### src/rtl/bank_access_arbiter.sv
// Two-port arbiter onto four single-ported banks.
// Conflicts resolved by a 1-bit round-robin pointer; reads return two cycles after grant.
module bank_access_arbiter #(
    parameter int DATA_WIDTH = 8,
    parameter int ADDR_WIDTH = 6
) (
    input  logic                      i_clk,
    input  logic                      i_rst_n,
    input  logic                      i_a_req,
    input  logic                      i_a_we,
    input  logic [ADDR_WIDTH-1:0]     i_a_addr,
    input  logic [DATA_WIDTH-1:0]     i_a_wdata,
    input  logic                      i_b_req,
    input  logic                      i_b_we,
    input  logic [ADDR_WIDTH-1:0]     i_b_addr,
    input  logic [DATA_WIDTH-1:0]     i_b_wdata,
    output logic                      o_a_gnt,
    output logic                      o_b_gnt,
    output logic                      o_a_rvalid,
    output logic                      o_b_rvalid,
    output logic [DATA_WIDTH-1:0]     o_a_rdata,
    output logic [DATA_WIDTH-1:0]     o_b_rdata,
    output logic [3:0]                o_bank_en,
    output logic [3:0]                o_bank_we,
    output logic [4*(ADDR_WIDTH-2)-1:0] o_bank_addr,
    output logic [4*DATA_WIDTH-1:0]   o_bank_wdata,
    input  logic [4*DATA_WIDTH-1:0]   i_bank_rdata
);

    localparam int RW = ADDR_WIDTH - 2;

    logic [1:0] a_bank, b_bank;
    logic       conflict;
    logic       a_gnt, b_gnt;
    logic       rr_q, rr_d;

    logic [3:0]               en_q, en_d;
    logic [3:0]               we_q, we_d;
    logic [4*RW-1:0]          addr_q, addr_d;
    logic [4*DATA_WIDTH-1:0]  wdata_q, wdata_d;

    logic       a_rd1_q, b_rd1_q;
    logic [1:0] a_bk1_q, b_bk1_q;
    logic       a_rv_q, b_rv_q;
    logic [1:0] a_bk2_q, b_bk2_q;
    logic [DATA_WIDTH-1:0] a_hold_q, b_hold_q;
    logic [DATA_WIDTH-1:0] bank_rd [4];

    assign a_bank = i_a_addr[ADDR_WIDTH-1 -: 2];
    assign b_bank = i_b_addr[ADDR_WIDTH-1 -: 2];

    always_comb begin
        conflict = i_a_req & i_b_req & (a_bank == b_bank);
        a_gnt    = i_rst_n & i_a_req & (~conflict | ~rr_q);
        b_gnt    = i_rst_n & i_b_req & (~conflict | rr_q);
        // pointer moves to the loser so it wins the next clash
        rr_d     = conflict ? ~rr_q : rr_q;
    end

    assign o_a_gnt = a_gnt;
    assign o_b_gnt = b_gnt;

    always_comb begin
        en_d    = '0;
        we_d    = '0;
        addr_d  = '0;
        wdata_d = '0;
        for (int k = 0; k < 4; k++) begin
            if (a_gnt && a_bank == 2'(k)) begin
                en_d[k]                          = 1'b1;
                we_d[k]                          = i_a_we;
                addr_d[k*RW +: RW]               = i_a_addr[RW-1:0];
                wdata_d[k*DATA_WIDTH +: DATA_WIDTH] = i_a_wdata;
            end else if (b_gnt && b_bank == 2'(k)) begin
                en_d[k]                          = 1'b1;
                we_d[k]                          = i_b_we;
                addr_d[k*RW +: RW]               = i_b_addr[RW-1:0];
                wdata_d[k*DATA_WIDTH +: DATA_WIDTH] = i_b_wdata;
            end
        end
    end

    always_ff @(posedge i_clk or negedge i_rst_n) begin
        if (!i_rst_n) begin
            rr_q    <= 1'b0;
            en_q    <= '0;
            we_q    <= '0;
            addr_q  <= '0;
            wdata_q <= '0;
        end else begin
            rr_q    <= rr_d;
            en_q    <= en_d;
            we_q    <= we_d;
            addr_q  <= addr_d;
            wdata_q <= wdata_d;
        end
    end

    assign o_bank_en    = en_q;
    assign o_bank_we    = we_q;
    assign o_bank_addr  = addr_q;
    assign o_bank_wdata = wdata_q;

    for (genvar g = 0; g < 4; g++) begin : g_rd
        assign bank_rd[g] = i_bank_rdata[g*DATA_WIDTH +: DATA_WIDTH];
    end

    // stage 1 tracks the strobe cycle, stage 2 the cycle the bank data is live
    always_ff @(posedge i_clk or negedge i_rst_n) begin
        if (!i_rst_n) begin
            a_rd1_q  <= 1'b0;
            b_rd1_q  <= 1'b0;
            a_bk1_q  <= '0;
            b_bk1_q  <= '0;
            a_rv_q   <= 1'b0;
            b_rv_q   <= 1'b0;
            a_bk2_q  <= '0;
            b_bk2_q  <= '0;
            a_hold_q <= '0;
            b_hold_q <= '0;
        end else begin
            a_rd1_q <= a_gnt & ~i_a_we;
            b_rd1_q <= b_gnt & ~i_b_we;
            a_bk1_q <= a_bank;
            b_bk1_q <= b_bank;
            a_rv_q  <= a_rd1_q;
            b_rv_q  <= b_rd1_q;
            a_bk2_q <= a_bk1_q;
            b_bk2_q <= b_bk1_q;
            if (a_rv_q) a_hold_q <= bank_rd[a_bk2_q];
            if (b_rv_q) b_hold_q <= bank_rd[b_bk2_q];
        end
    end

    assign o_a_rvalid = a_rv_q;
    assign o_b_rvalid = b_rv_q;
    assign o_a_rdata  = a_rv_q ? bank_rd[a_bk2_q] : a_hold_q;
    assign o_b_rdata  = b_rv_q ? bank_rd[b_bk2_q] : b_hold_q;

endmodule

### config.mk
export PLATFORM = sky130hd
export DESIGN_NAME = bank_access_arbiter
export DESIGN_NICKNAME = d
export VERILOG_FILES = /design/src/rtl/bank_access_arbiter.sv
export SDC_FILE = /design/constraint.sdc
export NUM_CORES = 1
export LEC_CHECK = 0
export BUFFER_PORTS_ARGS = -buffer_cell sky130_fd_sc_hd__buf_2
export CAP_MARGIN = 25
export CORE_ASPECT_RATIO = 1.25
export CORE_MARGIN = 2
export CORE_UTILIZATION = 40
export DETAILED_ROUTE_END_ITERATION = 8
export GPL_TIMING_DRIVEN = 0
export PLACE_DENSITY = 0.79
export SYNTH_ARGS = -nofsm -noshare
export SYNTH_HDL_FRONTEND = slang
export SYNTH_SLANG_ARGS = --single-unit
### constraint.sdc
create_clock -name i_clk -period 2.1 [get_ports i_clk]
set_input_delay 0.21 -clock i_clk [delete_from_list [all_inputs] [get_ports i_clk]]
set_output_delay 0.21 -clock i_clk [all_outputs]
set_load 0.01 [all_outputs]
==> results_dict.tcl <==
set metrics [dict create \
    die_h_um 110 \
    syn_area_um2 3580 \
    h-tree-depth 3 \
    worst_slack_ps 81.8 \
    r2r_slack_ps 200 \
    timing.rr.start "rr_q" \
    critical_path.startpoint_type "register" \
    slew_viol_final 0 \
    coreArea_um2 8700 \
    worstHoldStart "i_a_addr[4]" \
    dr.pass1.iters 4 \
    clk_pin_slew_ps 80 \
    hp-class "input port to register" \
    ant_nets 0 \
    ioPinCount 142 \
    place_congestion 0.782 \
    ys_seq_area_share_pct 59.5 \
    rr_worst_depth 4 \
    whs_endpoint "a_bk1_q[0]" \
    yosys_warnings 0 \
    reg2reg_to "o_bank_wdata[29]" \
    rsz0062_at_grt "false" \
    cp.arrival_ps 1810 \
    path_class "register to output port" \
    grtUsageTotal_pct 20.4 \
    start_util_pct 41.1 \
    avgSynthCellArea_um2 14.3 \
    critPathRequiredTime_ps 1890 \
    wl_mm 9.80 \
    grt_first_pass_wirelength_mm 15.0 \
    setup_viol 0 \
    fin_crit_ps 2020 \
    status "completed" \
    cts_made_buffers 9 \
    leakage_nw 2.43 \
    cts_sinks 85 \
    synth_nets 317 \
    rows 38 \
    portBuffers 141 \
    grt-ovfl-total 0 \
    dpl_worst_slack_ps -12.5 \
    clkLatencyLatePin_ps 350 \
    grt_antenna_before_repair 0 \
    fin_tns_setup_ps 0 \
    synth.distinct_cells 32 \
    hpwl_mm 6.89 \
    grt_max_degree 55 \
    wl_per_cell_um 18.4 \
    maxCapViolCount 0 \
    slew-limit-headroom_pct 60.8 \
    fin_nets 474 \
    die_w_um 88.6 \
    drive_gt1_share_pct 50.6 \
    area_delta_synth_final_pct 35.4 \
    worst_slew_pin_slew_ps 589 \
    crit_path_end_kind "output port" \
    clock_skew_ps 9.89 \
    insertedDiodeCount 0 \
    vias 2919 \
    cts_setup_buffers 0 \
    ys_ff_latch 85 \
    clock-root-buffer "clkbuf_8" \
    worst_hold_slack_ps 48.1 \
    path_max_fanout 8 \
    drc 0 \
    finalHoldViolCount 0 \
    peakVddDrop_uv 407 \
    fin_util_pct 55.7 \
    clockBufferDepth 2 \
    dp_cells 513 \
    grt_pass1_vias 3143 \
    tritoncts "built" \
    syn_inst 251 \
    die_area_um2 9720 \
    final_cells 533 \
    min_period_over_period_pct 96.1 \
    drt_iter0_drc 223 \
    fmax_mhz 495 \
    p_per_area_nw_per_um2 785 \
    viasPerCell 5.48 \
    hold_depth 1 \
]
==> worst max-delay path by stage <==
stage / start / to / slack [ps] / depth (start not counted)
floorplan: rr_q / o_bank_addr[11] / 460 / 5
global placement: i_rst_n / o_a_gnt / -740 / 5
detailed placement: i_rst_n / o_a_gnt / -10 / 6
CTS: b_bk2_q[0] / o_b_rdata[4] / 30 / 4
global route: b_bk2_q[0] / o_b_rdata[5] / 3 / 4
finish: a_bk2_q[0] / o_a_rdata[0] / 80 / 4
==> worst max-delay path, stage by stage (launching register included) <==
cell and delay, ps:
dfrtp_1 360, buf_8 160, mux4_2 530, mux2_4 290, buf_6 130
==> metal layers <==
metal	track usage [%]	share of wire (%)	vias to the layer above	wire length, µm
li1	-	-	1306	-
met1	24.6	37	1443	3640
met2	35.3	53	154	5220
met3	3.75	7.5	16	736
met4	9.31	2.1	0	208
met5	0	0	-	0
==> through the flow <==
| step | total power (W) | cell area [µm²] |
|---|---|---|
| final | 0.00380 | 4840 |
| after floorplan | 0.00218 | 3580 |
| after global placement | 0.00246 | 4430 |
| after detailed placement | 0.00249 | 4460 |
| after global routing | 0.00397 | 4840 |
| after CTS | 0.00381 | 4790 |
==> timing repair <==
action / CTS / global route
hold buffers: 6 / 0
endpoints found under the setup margin: 17 / 24
cloned: 0 / 0
resized for setup: 4 / 12
hold endpoints to repair: 32 / 0
==> registers in the layout, summed over array words and instances (netlist names), 2 cells and up <==
register and flops:
o_bank_wdata 32, b_bk2_q 2, a_bk1_q 2, o_bank_we 4, a_bk2_q 2, o_bank_addr 16
b_bk1_q 2, o_bank_en 4, b_hold_q 8, a_hold_q 8
==> layout by cell type, fill, tap and decap left out, drive strengths merged, types with 3 or more instances in the layout <==
cell,count
buf,155
dfrtp,85
o32ai,40
clkbuf,17
mux4,16
mux2,16
nand2,15
a32o,12
inv,12
nor2,6
o21ai,4
o21a,4
a21o,4
clkinv,3
dlygate4sd3,3
==> synth_stat cells <==
cell type | number | share of area (%)
inv_1 | 10 | 1.0
nor3_1 | 1 | 0.14
nand4_1 | 1 | 0.17
or2_2 | 1 | 0.17
a31oi_1 | 1 | 0.17
nand2_2 | 1 | 0.17
and4_1 | 1 | 0.24
and4b_1 | 2 | 0.56
clkbuf_1 | 10 | 1.0
o21a_1 | 4 | 0.84
buf_2 | 7 | 0.98
o41ai_1 | 1 | 0.24
nor4_1 | 1 | 0.17
nor2_1 | 6 | 0.63
xor2_1 | 2 | 0.49
mux4_2 | 16 | 10
nand2b_1 | 2 | 0.35
xnor2_1 | 1 | 0.24
o31ai_1 | 1 | 0.21
buf_1 | 2 | 0.21
buf_6 | 1 | 0.31
nand4b_1 | 1 | 0.24
a32o_1 | 12 | 3.4
a311oi_1 | 1 | 0.24
o21ai_1 | 4 | 0.56
mux2_2 | 16 | 5.0
nand2_1 | 14 | 1.5
dfrtp_1 | 85 | 59
o32ai_1 | 40 | 9.8
a21o_1 | 4 | 0.84
or4_1 | 1 | 0.21
nor4bb_1 | 1 | 0.28
==> cell type report <==
cell class / count / area (µm²)
Clock buffer: 9 / 124
Fill cell: 735 / 3860
Multi-Input combinational cell: 136 / 1360
Sequential cell: 85 / 2130
Tap cell: 120 / 150
Inverter: 10 / 37.5
Timing Repair Buffer: 148 / 840
Clock inverter: 7 / 106
Buffer: 18 / 101
==> logic make-up after synthesis <==
kind of cell | after synthesis | share of synthesized area, %
simple gates | 33 | 4.83
flops | 85 | 59.5
mux | 32 | 15.1
buf+inv | 30 | 3.60
xor+xnor | 3 | 0.735
compound gates | 68 | 16.3
==> report_power, final <==
| part | leakage, nW | total, W | switching [W] | internal, W |
|---|---|---|---|---|
| logic | 1.20 | 0.000700 | 0.000374 | 0.000326 |
| registers | 1.12 | 0.00180 | 0.0000398 | 0.00176 |
| clock network | 0.116 | 0.00130 | 0.000615 | 0.000689 |
Power figures use the tool's default switching activity.
